--- src/rtl/instr_fetch_requester.sv ---
// instr_fetch_requester
//   Initiator side of the instruction-memory req/gnt/rvalid interface. It
//   issues sequential word fetches and keeps at most one transaction in
//   flight. Returned words land in a small prefetch FIFO that the decode stage
//   drains. A branch flushes the FIFO, drops any in-flight response and
//   restarts fetching at the target.
//
//   Optional feature macro: FETCH_TIMEOUT_EN
//     When defined, a watchdog limits each wait state to TIMEOUT_CYCLES.
//     On expiry it raises a sticky err_o and stops fetching.
//     When undefined, err_o is tied to 0 and waits are unbounded.
//
// Ports
//   clk, rst                     clock, synchronous active-high reset
//   branch_i, branch_addr_i      one-cycle redirect and its target
//   instr_req_o, instr_addr_o    memory request and word-aligned byte address
//   instr_gnt_i                  grant from memory
//   instr_rvalid_i               response valid from memory
//   instr_rdata_i                response data from memory
//   fetch_valid_o                FIFO head is valid
//   fetch_rdata_o, fetch_addr_o  FIFO head word and its byte address
//   fetch_ready_i                consumer pop strobe
//   busy_o                       transaction in flight
//   err_o                        sticky watchdog error
module instr_fetch_requester #(
  parameter int                    ADDR_WIDTH     = 8,
  parameter int                    DATA_WIDTH     = 32,
  parameter int                    FIFO_DEPTH     = 4,
  parameter logic [ADDR_WIDTH-1:0] BOOT_ADDR      = '0,
  parameter int                    TIMEOUT_CYCLES = 64
) (
  input  logic                  clk,
  input  logic                  rst,
  input  logic                  branch_i,
  input  logic [ADDR_WIDTH-1:0] branch_addr_i,
  output logic                  instr_req_o,
  output logic [ADDR_WIDTH-1:0] instr_addr_o,
  input  logic                  instr_gnt_i,
  input  logic                  instr_rvalid_i,
  input  logic [DATA_WIDTH-1:0] instr_rdata_i,
  output logic                  fetch_valid_o,
  output logic [DATA_WIDTH-1:0] fetch_rdata_o,
  output logic [ADDR_WIDTH-1:0] fetch_addr_o,
  input  logic                  fetch_ready_i,
  output logic                  busy_o,
  output logic                  err_o
);

  localparam int PW = $clog2(FIFO_DEPTH);
  localparam int CW = PW + 1;

  typedef enum logic [1:0] {IDLE, WAIT_GNT, WAIT_RVALID} state_t;

  state_t                                state, state_nxt;
  logic [ADDR_WIDTH-1:0]                 pc, pend_addr;
  logic                                  discard;
  logic                                  err, tmo;
  logic                                  push, pop, grant;
  logic [PW-1:0]                         rd_ptr, wr_ptr;
  logic [CW-1:0]                         count;
  logic [FIFO_DEPTH-1:0][DATA_WIDTH-1:0] fifo_data;
  logic [FIFO_DEPTH-1:0][ADDR_WIDTH-1:0] fifo_addr;
  logic                                  unused_addr_lsb;

  // Target byte-offset bits are discarded; fetches are always word aligned.
  assign unused_addr_lsb = ^branch_addr_i[1:0];

  // A watchdog expiry takes priority over a same-cycle grant.
  assign grant = (state == WAIT_GNT) && instr_gnt_i && !tmo;

  // Launch only from IDLE, so the FIFO check covers the single in-flight word.
  always_comb begin
    state_nxt = state;
    push      = 1'b0;
    case (state)
      IDLE:
        if (!err && (count < CW'(FIFO_DEPTH))) state_nxt = WAIT_GNT;
      WAIT_GNT:
        if (tmo)              state_nxt = IDLE;
        else if (instr_gnt_i) state_nxt = WAIT_RVALID;
      WAIT_RVALID:
        if (tmo) state_nxt = IDLE;
        else if (instr_rvalid_i) begin
          state_nxt = IDLE;
          // A branch in the same cycle makes this word stale as well.
          push      = !discard && !branch_i;
        end
      default: state_nxt = IDLE;
    endcase
  end

  // A branch voids any pop in the same cycle because the FIFO is flushed.
  assign pop = fetch_valid_o && fetch_ready_i && !branch_i;

  always_ff @(posedge clk) begin
    if (rst) begin
      state     <= IDLE;
      pc        <= BOOT_ADDR;
      pend_addr <= '0;
      discard   <= 1'b0;
      rd_ptr    <= '0;
      wr_ptr    <= '0;
      count     <= '0;
      fifo_data <= '0;
      fifo_addr <= '0;
    end else begin
      state <= state_nxt;

      if (branch_i)   pc <= {branch_addr_i[ADDR_WIDTH-1:2], 2'b00};
      else if (grant) pc <= pc + ADDR_WIDTH'(4);

      if (grant) pend_addr <= pc;

      // Response is consumed (or abandoned) on leaving WAIT_RVALID, so the flag
      // clears there. Otherwise a branch after the grant marks it stale.
      if (state == WAIT_RVALID && (instr_rvalid_i || tmo))
        discard <= 1'b0;
      else if (branch_i && (grant || state == WAIT_RVALID))
        discard <= 1'b1;

      if (push) begin
        fifo_data[wr_ptr] <= instr_rdata_i;
        fifo_addr[wr_ptr] <= pend_addr;
        wr_ptr            <= wr_ptr + PW'(1);
      end

      if (branch_i) begin
        rd_ptr <= wr_ptr;
        count  <= '0;
      end else begin
        if (pop) rd_ptr <= rd_ptr + PW'(1);
        count <= count + CW'(push) - CW'(pop);
      end
    end
  end

`ifdef FETCH_TIMEOUT_EN
  localparam int TW = $clog2(TIMEOUT_CYCLES + 1);

  logic [TW-1:0] tmo_cnt;
  logic          err_q;

  // Counts cycles spent in the current wait state. It restarts on every
  // state change.
  assign tmo = (state != IDLE) && (tmo_cnt == TW'(TIMEOUT_CYCLES - 1));
  assign err = err_q;

  always_ff @(posedge clk) begin
    if (rst) begin
      tmo_cnt <= '0;
      err_q   <= 1'b0;
    end else begin
      if (state_nxt != state)  tmo_cnt <= '0;
      else if (state != IDLE)  tmo_cnt <= tmo_cnt + TW'(1);
      if (tmo) err_q <= 1'b1;
    end
  end
`else
  assign tmo = 1'b0;
  assign err = 1'b0;
`endif

  assign instr_req_o   = (state == WAIT_GNT);
  assign instr_addr_o  = pc;
  assign fetch_valid_o = (count != '0);
  assign fetch_rdata_o = fifo_data[rd_ptr];
  assign fetch_addr_o  = fifo_addr[rd_ptr];
  assign busy_o        = (state != IDLE);
  assign err_o         = err;

endmodule

--- config.mk ---
export PLATFORM = sky130hd
export DESIGN_NAME = instr_fetch_requester
export DESIGN_NICKNAME = d
export VERILOG_FILES = /design/src/rtl/instr_fetch_requester.sv
export SDC_FILE = /design/constraint.sdc
export NUM_CORES = 1
export LEC_CHECK = 0
export CELL_PAD_IN_SITES_DETAIL_PLACEMENT = 1
export CELL_PAD_IN_SITES_GLOBAL_PLACEMENT = 2
export CORE_MARGIN = 1.5
export CORE_UTILIZATION = 39
export CTS_BUF_LIST = sky130_fd_sc_hd__clkbuf_4 sky130_fd_sc_hd__clkbuf_8
export DETAILED_ROUTE_END_ITERATION = 16
export PLACE_DENSITY = 0.89
export SLEW_MARGIN = 20
export SYNTH_ARGS = -nofsm -noshare
export SYNTH_HDL_FRONTEND = slang
export SYNTH_SLANG_ARGS = --single-unit
--- constraint.sdc ---
create_clock -name clk -period 3.6 [get_ports clk]
set_clock_uncertainty 0.2 [all_clocks]
set_input_delay 0.72 -clock clk [delete_from_list [all_inputs] [get_ports clk]]
set_output_delay 0.72 -clock clk [all_outputs]
set_load 0.05 [all_outputs]
==> key figures <==
Outcome
  – Status: completed

Worst hold path
  – Min-delay worst type: register to register

CTS
  – Hold buffers post-CTS: 0
  – Clock transition at path regs: 0.08 ns
  – CTS tree: yes
  – CTS Sinks: 174
  – Root Driver: clkbuf_8
  – Max Buffers Root-to-Sink: 2
  – Clock Latency Late Sink: 0.47 ns
  – # Post-CTS Setup Buffers: 0
  – Post-CTS sizing: 0
  – CTS buffer count: 17
  – H-tree Lvls: 4

Power
  – P_leak: 4.01 nW
  – Total power: 3.78 mW
  – Power per Cell Area: 392 nW/µm²
  – Peak supply drop: 233 µV

Yosys
  – FF+latch count, synth: 174
  – Synth top cells by count: 191 x nand2b_1, 174 x dfxtp_1, 152 x mux2i_1
  – Distinct cells, synth: 42
  – Syn_area_per_cell: 11.3 µm²
  – Mapped Cells: 716
  – Synth top area share: 0.431
  – Sequential cell area fraction in the yosys report: 0.431
  – Most frequent cell after synthesis: nand2b_1
  – Synth async-reset ratio: 0
  – EDFF count, synth: 0
  – Synth Flop Type: dfxtp_1
  – Synth warnings: 0
  – Synthesized area: 8080 µm²
  – Top cells by area, synth: dfxtp_1 43%, mux2i_1 19%, nand2b_1 15%
  – Yosys top cell by area: dfxtp_1

Timing
  – Max-slew violation count: 0
  – Worst-Margin Slew: 0.601 ns
  – Fmax: 0.292 GHz
  – Slew headroom: 0.598
  – Fin crit period: 3.42 ns
  – Fin crit share: 0.951
  – Setup TNS: 0 ns
  – Final setup fails: 0
  – RSZ-0062 raised after global routing: no
  – Worst setup margin: 0.178 ns
  – Final Hold Viols: 0

Drt
  – Detailed-route wire length per cell: 18.1 µm
  – Post-DRT Antenna Nets: 0
  – Post-Route WL: 19300 µm
  – First-pass iteration count of the detailed router: 4
  – Vias: 5446
  – Final routed DRC violation total: 0
  – 1st-iter DRT viols: 220
  – Vias per cell: 5.10

Placement
  – Number of port buffers: 90
  – Post-detail-place hpwl: 12800 µm
  – Pre-CTS WS: 0.537 ns
  – GPL Wtd Cong: 0.729
  – Cell Area, Placed: 9200 µm²

Final layout
  – Synthesis-to-finish area growth: 19.3%
  – # diodes: 0
  – Fillers: 2157
  – Layout cells sized above 1: 0.120
  – Final nets: 839
  – Multi-input combinational cell area: 4260 µm²
  – Finished Cell Area: 9650 µm²
  – FF/Latch Area: 3490 µm²

Global routing
  – Total GRT Usage: 0.185
  – Vias in the first global route: 6110
  – Largest net degree at the start of global routing: 113
  – Initial antenna violation count: 0
  – Global route total overflow: 0
  – First-pass GRT wire length: 31400 µm

Die
  – Die X: 147 µm
  – Site row count: 52
  – Die ar.: 21600 µm²
  – Chip Height: 147 µm
  – Starting Density: 0.398
  – IO Count: 98
  – Core area: 20300 µm²

Critical path
  – Crit start category: register
  – Crit end category: output pin
  – CP arrival: 2.50 ns
  – Worst EP required: 2.68 ns
  – Critical path fanouts, max: 15
  – Path type of the worst setup path: register to output pin

Flow run
  – Maxcap violations: 0
[registers in the layout, summed over array words and instances (netlist names)]
register,flops
state,2
instr_addr_o,6
rd_ptr,2
discard,1
count,3
fifo_data,128
pend_addr,6
wr_ptr,2
fifo_addr,24
[where the power goes]
part | switching [mW] | leakage [nW] | internal (mW)
logic | 0.171 | 2.39 | 0.141
registers | 0.0151 | 1.40 | 1.94
clock network | 0.724 | 0.211 | 0.795
total | 0.910 | 4.01 | 2.87
[per-layer routing]
metal | vias up | routed length, µm | global-route usage
met3 | 23 | 607 | 0.0363
met4 | 0 | 341 | 0.0690
met1 | 2725 | 8650 | 0.221
met5 | - | 0 | 0
met2 | 90 | 9740 | 0.328
li1 | 2608 | - | -
[through the flow]
stage | util | std cells | hold WS [ns]
after CTS | 0.475 | 1067 | 0.263
after floorplan | - | 720 | 0.237
after global placement | 0.453 | 1036 | 0.246
after global routing | 0.475 | 1067 | 0.285
final | 0.475 | 1067 | 0.262
after detailed placement | 0.453 | 1036 | 0.251
[placed cells by master, fill, tap and decap left out, types with 3 or more instances in the layout]
master	instances
conb_1	5
o21ai_0	4
buf_4	10
inv_1	8
clkdlybuf4s50_1	89
clkbuf_8	19
nor2b_1	3
nand2b_1	191
ha_1	7
bufinv_16	4
mux4_2	38
xor2_1	3
a311oi_1	4
buf_12	6
dfxtp_1	172
or3_1	4
mux2i_1	152
and4_1	3
nor2_1	7
nand4_1	5
nand2_1	16
a21oi_1	11
clkinvlp_4	4
[path summary, 6_finish.rpt]
kind | startpoint | endpoint | slack (ns) | depth (start not counted)
max | rd_ptr[0] | fetch_rdata_o[9] | 0.18 | 4
min | pend_addr[2] | pend_addr[2] | 0.26 | 2
max reg2reg | count[1] | count[2] | 1.11 | 10
min reg2reg | pend_addr[2] | pend_addr[2] | 0.26 | 2
[cell families (layout without fill, tap and decap cells)]
family / after synthesis / count (layout) / synth area share
multiplexers: 190 / 190 / 0.294
AND/OR/NAND/NOR: 242 / 242 / 0.187
buffers and inverters: 67 / 144 / 0.0443
XOR/XNOR: 4 / 4 / 0.00433
adder cells (fa/ha/maj): 8 / 8 / 0.0133
AO/OA/AOI/OAI: 30 / 30 / 0.0255
flip-flops: 174 / 174 / 0.431
other: 1 / 5 / 0.000464
[worst max-delay path, stage by stage (launching register included)]
cell,delay (ns)
dfxtp_2,0.33
buf_4,0.31
buf_4,0.30
mux4_2,0.35
clkdlybuf4s50_1,0.73
[area by class of cell]
type | instances | area share
well taps | 270 | 0.0350
clock inverters | 12 | 0.0192
repair buffers | 105 | 0.113
clock buffers | 19 | 0.0271
inverters | 8 | 0.00311
flip-flops and latches | 174 | 0.361
multi-input cells | 479 | 0.442
Note: power is estimated with default switching activity, not from simulation.
